$ cat config.mk
export PLATFORM = sky130hd
export DESIGN_NAME = scaler_apply
export DESIGN_NICKNAME = d
export VERILOG_FILES = /design/src/rtl/scaler_apply_pkg.sv /design/src/rtl/scaler_round_sat.sv /design/src/rtl/scaler_apply.sv
export SDC_FILE = /design/constraint.sdc
export NUM_CORES = 2
export LEC_CHECK = 0
export ABC_AREA = 1
export ABC_CLOCK_PERIOD_IN_PS = 6580
export BUFFER_PORTS_ARGS = -buffer_cell sky130_fd_sc_hd__clkbuf_2
export CORE_MARGIN = 2
export CORE_UTILIZATION = 35
export CTS_CLUSTER_DIAMETER = 200
export DETAILED_ROUTE_END_ITERATION = 6
export SKIP_LAST_GASP = 1
export SLEW_MARGIN = 20
export SYNTH_ARGS = -nofsm -noshare
export SYNTH_HDL_FRONTEND = slang
export SYNTH_SLANG_ARGS = --single-unit
$ cat constraint.sdc
create_clock -name clk -period 6.58 [get_ports clk]
set_input_delay 1.316 -clock clk [delete_from_list [all_inputs] [get_ports clk]]
set_output_delay 1.316 -clock clk [all_outputs]
set_load 0.02 [all_outputs]
$ cat src/rtl/scaler_apply_pkg.sv
// scaler_apply_pkg: shared network widths and FSM state encoding for the scaler apply stage
package scaler_apply_pkg;
    localparam int DEF_ACC_WIDTH    = 16;
    localparam int DEF_SCALER_WIDTH = 32;
    localparam int DEF_FRAC_BITS    = 16;
    localparam int DEF_OUT_WIDTH    = 8;
    localparam int DEF_NUM_OUT      = 64;
    localparam int DEF_SCALER_LAT   = 3;

    typedef enum logic [2:0] {
        IDLE,
        WAIT_SCL,
        RUN,
        DRAIN,
        DONE
    } state_t;
endpackage

$ cat src/rtl/scaler_round_sat.sv
// scaler_round_sat: round-half-up shift, optional relu and saturation of a fixed-point product
module scaler_round_sat #(
    parameter int PW        = 48,
    parameter int FRAC_BITS = 16,
    parameter int OUT_WIDTH = 8,
    parameter int RELU_EN   = 1
)(
    input  logic signed [PW-1:0]        prod,
    output logic signed [OUT_WIDTH-1:0] res
);
    localparam logic signed [PW-1:0] HALF = PW'(1) << (FRAC_BITS - 1);
    localparam logic signed [PW-1:0] MAXV = (PW'(1) << (OUT_WIDTH - 1)) - PW'(1);
    localparam logic signed [PW-1:0] MINV = -(PW'(1) << (OUT_WIDTH - 1));

    logic signed [PW-1:0] sum, rnd, cl;

    always_comb begin
        sum = prod + HALF;
        rnd = sum >>> FRAC_BITS;
        cl  = (RELU_EN != 0 && rnd < 0) ? '0 : rnd;
        res = cl > MAXV ? MAXV[OUT_WIDTH-1:0] : cl < MINV ? MINV[OUT_WIDTH-1:0] : cl[OUT_WIDTH-1:0];
    end
endmodule

$ cat src/rtl/scaler_apply.sv
// scaler_apply: applies the latched per-layer scaler to the accumulator stream through a 3-stage pipeline
module scaler_apply
    import scaler_apply_pkg::*;
#(
    parameter int ACC_WIDTH    = DEF_ACC_WIDTH,
    parameter int SCALER_WIDTH = DEF_SCALER_WIDTH,
    parameter int FRAC_BITS    = DEF_FRAC_BITS,
    parameter int OUT_WIDTH    = DEF_OUT_WIDTH,
    parameter int NUM_OUT      = DEF_NUM_OUT,
    parameter int SCALER_LAT   = DEF_SCALER_LAT,
    parameter int RELU_EN      = 1
)(
    input  logic                        clk,
    input  logic                        rst,
    input  logic                        layer_start,
    input  logic [SCALER_WIDTH-1:0]     scaler_in,
    input  logic signed [ACC_WIDTH-1:0] acc_in,
    input  logic                        acc_valid,
    output logic                        acc_ready,
    output logic signed [OUT_WIDTH-1:0] out_data,
    output logic                        out_valid,
    input  logic                        out_ready,
    output logic                        out_last,
    output logic                        busy,
    output logic                        done
);
    localparam int PW = ACC_WIDTH + SCALER_WIDTH;
    localparam int CW = $clog2(NUM_OUT + 1);
    localparam int WW = $clog2(SCALER_LAT + 1);

    state_t state, state_n;
    logic [WW-1:0] wait_cnt;
    logic [CW-1:0] in_cnt, out_cnt;
    logic signed [SCALER_WIDTH-1:0] scl_reg;
    logic signed [ACC_WIDTH-1:0] s1;
    logic signed [PW-1:0] prod;
    logic signed [OUT_WIDTH-1:0] res;
    logic v1, v2, pipe_en, acc_fire, out_fire, scl_last;

    assign pipe_en   = !out_valid || out_ready;
    assign acc_ready = state == RUN && pipe_en && in_cnt < CW'(NUM_OUT);
    assign acc_fire  = acc_valid && acc_ready;
    assign out_fire  = out_valid && out_ready;
    assign out_last  = out_valid && out_cnt == CW'(NUM_OUT - 1);
    assign busy      = state != IDLE;
    assign done      = state == DONE;
    assign scl_last  = wait_cnt == WW'(SCALER_LAT - 1);

    scaler_round_sat #(
        .PW(PW),
        .FRAC_BITS(FRAC_BITS),
        .OUT_WIDTH(OUT_WIDTH),
        .RELU_EN(RELU_EN)
    ) u_round_sat (
        .prod(prod),
        .res(res)
    );

    always_comb begin
        state_n = state;
        case (state)
            IDLE:     state_n = layer_start ? WAIT_SCL : IDLE;
            WAIT_SCL: state_n = scl_last ? RUN : WAIT_SCL;
            RUN:      state_n = (in_cnt == CW'(NUM_OUT) || (acc_fire && in_cnt == CW'(NUM_OUT - 1))) ? DRAIN : RUN;
            DRAIN:    state_n = (out_fire && out_last) ? DONE : DRAIN;
            DONE:     state_n = IDLE;
            default:  state_n = IDLE;
        endcase
    end

    always_ff @(posedge clk) begin
        if (rst) begin
            state     <= IDLE;
            wait_cnt  <= '0;
            in_cnt    <= '0;
            out_cnt   <= '0;
            scl_reg   <= '0;
            s1        <= '0;
            prod      <= '0;
            v1        <= 1'b0;
            v2        <= 1'b0;
            out_valid <= 1'b0;
            out_data  <= '0;
        end else begin
            state    <= state_n;
            wait_cnt <= state == WAIT_SCL ? wait_cnt + 1'b1 : '0;
            if (state == WAIT_SCL && scl_last)
                scl_reg <= scaler_in;
            if (state == IDLE)
                in_cnt <= '0;
            else if (acc_fire)
                in_cnt <= in_cnt + 1'b1;
            if (out_fire)
                out_cnt <= out_last ? '0 : out_cnt + 1'b1;
            if (pipe_en) begin
                v1        <= acc_fire;
                v2        <= v1;
                out_valid <= v2;
                if (acc_fire)
                    s1 <= acc_in;
                if (v1)
                    prod <= PW'(s1) * PW'(scl_reg);
                if (v2)
                    out_data <= res;
            end
        end
    end
endmodule

==> summary by stage <==
Global routing
The global-route wire length before repair is 107.4 mm. The initial antenna violation count is 1. The pin count of the biggest net entering global routing is 65. For this run the aggregate overflow at the end of global routing stands at 0.

The number of global-route vias before repair came to 20700. The global-route usage over all layers is 19.08%.

Timing
The max-slew violation count came to 0. On the final layout, the worst clock skew is 0.01829 ns. The top achievable clock speed is 0.1607 GHz.

Of the available clock period, the critical path in the final layout requires 94.55%. The slew at the pin closest to its max-slew limit is 0.9476 ns. The number of endpoints failing setup at the final stage is 0. The final count of hold timing violations was 0.

The worst slew margin relative to its limit is 36.67%. The total negative slack is 0 ns. The final critical path time including I/O delays and setup is 6.221 ns. The worst hold slack is 0.4150 ns.

Setup repair after global routing could not meet its margin everywhere.

Finish
After routing the design area is 26180 sq um. The register with the most flip-flops in the layout has 33 of them. Leaving out fill and tap cells, the most frequent cells in the layout are inv_1, nand2_1, fa_1. The area growth from synthesis to layout is 7.985%.

After the last flow step, the layout net total stands at 3993. Of the cells placed in the final design, the portion with a size suffix greater than 1 is 5.413%. The leading cell type in the layout, fill and taps excluded is inv_1.

Clocking
The number of buffers added by the clock tree synthesis step is 9. In this run the deepest clock path goes through 2 buffers. TritonCTS built the clock tree. The clock-pin transition on the worst setup and hold timing paths is 0.09 ns. The latest clock arrival within the worst-skew pair is 0.41 ns. The tree is rooted in a clkbuf_16.

Once the clock tree was built, the resizer swapped 0 gates to a different size. The count of hold-fix buffers inserted at cts is 0. The clock drives 111 sinks.

After clock tree synthesis, the setup repair step added 0 buffers. CTS built an H-tree with a depth of 3.

Power and ir drop
In this run the static leakage power is 14.39 nW. The power density of the placed cells is 53.22 nW/um^2. VDD sags by at most 0.0001138 V.

Job
Max-cap violations in this run came to 0.

Critical path
Broken down by cell family, the worst path's largest delay share belongs to adder cells. The most critical setup path has its startpoint at scl_reg[15]$_SDFFE_PP0P_. The type of the setup path with the least slack is reg2reg. For the worst setup path, the data arrival time is 6.52 ns. The worst setup path is launched from a flop.

Counting buffers and inverters, the worst setup path is 19 cells deep. Of all nets on the critical path, the largest fanout is 15. The critical path required time is 6.88 ns. The signal on the critical path passes through nand2_1, fa_1, inv_1, fa_1, fa_1, fa_1, fa_1, inv_1, fa_1, inv_1, ha_1, a21oi_1, o21ai_0, a21oi_1, o21bai_1, a21oi_1, a21oi_1, o21ai_0, inv_1.

The largest individual stage delay along the critical path comes from the cell dfxtp_1. The buffering stage count on the worst path with inverters included is 4. The number of cells traversed by the worst register-to-register path is 19. The cell repeated most along the worst path is fa_1.

STA classifies the critical path endpoint as a flop. The startpoint identified for the worst register-to-register timing path is scl_reg[15]$_SDFFE_PP0P_. The flop-to-flop setup slack is 0.36 ns.

The largest stage delay on the critical path is 0.80 ns.

Synthesis
The number of enable-type register cells in the synthesized netlist is 0. Synthesis produced 3344 cells. During synthesis, Yosys emitted a total of 0 warnings. The share of synthesized area occupied by flip-flops and latches is 9.167%. The mean cell area of the mapped netlist is 7.249 sq um.

In this run, synthesis produced a sequential element count of 111. Among all flip-flop cells after synthesis, the most frequent one is dfxtp_1. The number of different library cells in the post-synthesis netlist is 44. Counting every net in the synthesized netlist gives 3998.

The share of flip-flops with an asynchronous set or reset is 0%. The synthesized netlist occupies a cell area of 24240 sq um.

Die
The I/O pin total is 66. The die outline area is 71380 sq um. The region available for standard cell placement spans 68590 sq um. For this configuration, the core starts out at a cell density of 35.34%. Measured along the x axis, the die boundary spans 267.2 um. The site row count is 96. The floorplan die height is 267.2 um.

Outcome
The final reports fail on design-rule violations. The run finished, with violations left.

Placement
The HPWL after detailed placement is 54.07 mm. Routability-driven placement finished with a final weighted congestion of 0.9000. During placement, the flow inserted port buffers numbering 65. The placed instances occupy a cell area of 25850 sq um.

Route
The number of vias per cell after detailed routing is 4.648. The detailed-routing iteration count for the pre-antenna-repair pass is 7. The final layout contains routed wiring with a total length of 64.55 mm. The wire length per cell is 15.10 um. The count of unresolved DRC violations after routing is 4. The residual antenna-violating net count after detailed routing is 0. The total via count after detailed routing is 19870. The detailed router finished its first iteration with 1221 violations.

Hold path
The worst hold path belongs to the class reg2reg. Counting instances, the worst hold path has a depth of 1. In this run the most critical hold path is launched from wait_cnt[0]$_SDFF_PP0_.
-- cell type report --
class / instances / area (sq um)
fill: 7236 / 42410
multi-input combinational: 2116 / 17820
inverter: 960 / 3603
sequential: 111 / 2228
tap: 931 / 1165
timing repair buffer: 141 / 1033
clock buffer: 9 / 225.2
clock inverter: 7 / 93.84
antenna: 1 / 2.502
-- cell families (layout without fill, tap and decap cells) --
logic type                 after synthesis  after routing  share of synthesized area (%)
and+or+nand+nor                       1191           1191                          19.67
other                                    0              1                              0
DFF                                    111            111                          9.167
adders and majority gates              601            601                          46.04
buffers and inverters                 1117           1117                          17.35
xor gates and xnor gates                34             34                          1.228
AOI/OAI and AO/OA                      290            290                          6.550
-- synthesized netlist by cell type (2+ instances only) --
master    instances  area, sq um
inv_2             2        7.510
nor4_1            3        18.77
dfxtp_1         111         2222
nand2_2           4        25.02
o21a_1            6        45.04
nand2_4           2        22.52
nand2_1         813         3052
ha_1            116         1451
buf_1             2        7.510
o21bai_1          6        45.04
a211oi_1          4        30.03
xnor2_1           8        70.07
o211ai_1          8        60.06
clkbuf_1        150        563.0
xor2_1           26        227.7
nor3_1           20        100.1
buf_2             4        20.02
nand3_1         101        505.5
nand3b_1          2        15.01
nand4_1          15        93.84
a21o_1           15        112.6
and3_1            6        37.54
inv_1           956         3588
nand3_2           2        20.02
nand2b_1          2        12.51
a21oi_1         135        675.7
clkinv_1          2        7.510
a21boi_0          5        37.54
nor2_1          213        799.5
nor2_2            2        12.51
fa_1            485         9709
o221ai_1          2        17.52
nor2_4            2        22.52
a31oi_1           6        37.54
o21ai_0          99        495.5
-- layer usage --
| metal | GRT usage, % | up-vias | part of all wire [%] |
|---|---|---|---|
| met5 | 0 | - | 0 |
| met4 | 5.512 | 0 | 2.5 |
| met3 | 2.280 | 89 | 4.8 |
| met2 | 33.98 | 449 | 49 |
| met1 | 24.20 | 9765 | 44 |
| li1 | - | 9571 | - |
-- stage by stage --
| step | setup slack [ns] | cells | utilization [%] | total power [mW] |
|---|---|---|---|---|
| 2_1_floorplan | 0.5823 | 3344 | - | 0.7275 |
| 3_3_place_gp | 0.3438 | 4259 | 37.69 | 0.7664 |
| 3_5_place_dp | 0.3746 | 4259 | 37.69 | 0.7663 |
| 4_1_cts | 0.2949 | 4275 | 38.15 | 1.408 |
| 5_1_grt | -0.04166 | 4275 | 38.16 | 1.441 |
| 6_report | 0.3588 | 4276 | 38.17 | 1.393 |
-- where the power goes --
| part | internal (mW) | total [mW] | switching (mW) |
|---|---|---|---|
| Sequential | 0.674 | 0.681 | 0.00641 |
| Combinational | 0.0247 | 0.0703 | 0.0456 |
| Clock | 0.277 | 0.642 | 0.365 |
| Total | 0.976 | 1.39 | 0.417 |
-- final timing paths --
| path | endpoint |
|---|---|
| setup / recovery | prod[47]$_SDFFE_PP0P_ |
| hold / removal | wait_cnt[0]$_SDFF_PP0_ |
| setup reg to reg | prod[47]$_SDFFE_PP0P_ |
| hold reg to reg | wait_cnt[0]$_SDFF_PP0_ |
-- worst reg2reg max path: stages, from the launching register on --
cell	delay [ns]
dfxtp_1	0.80
nand2_1	0.18
fa_1	0.57
inv_1	0.05
fa_1	0.48
fa_1	0.57
fa_1	0.46
fa_1	0.50
inv_1	0.05
fa_1	0.49
inv_1	0.05
ha_1	0.36
a21oi_1	0.29
o21ai_0	0.21
a21oi_1	0.36
o21bai_1	0.18
a21oi_1	0.21
a21oi_1	0.08
o21ai_0	0.17
inv_1	0.06
Power figures use the tool's default switching activity.
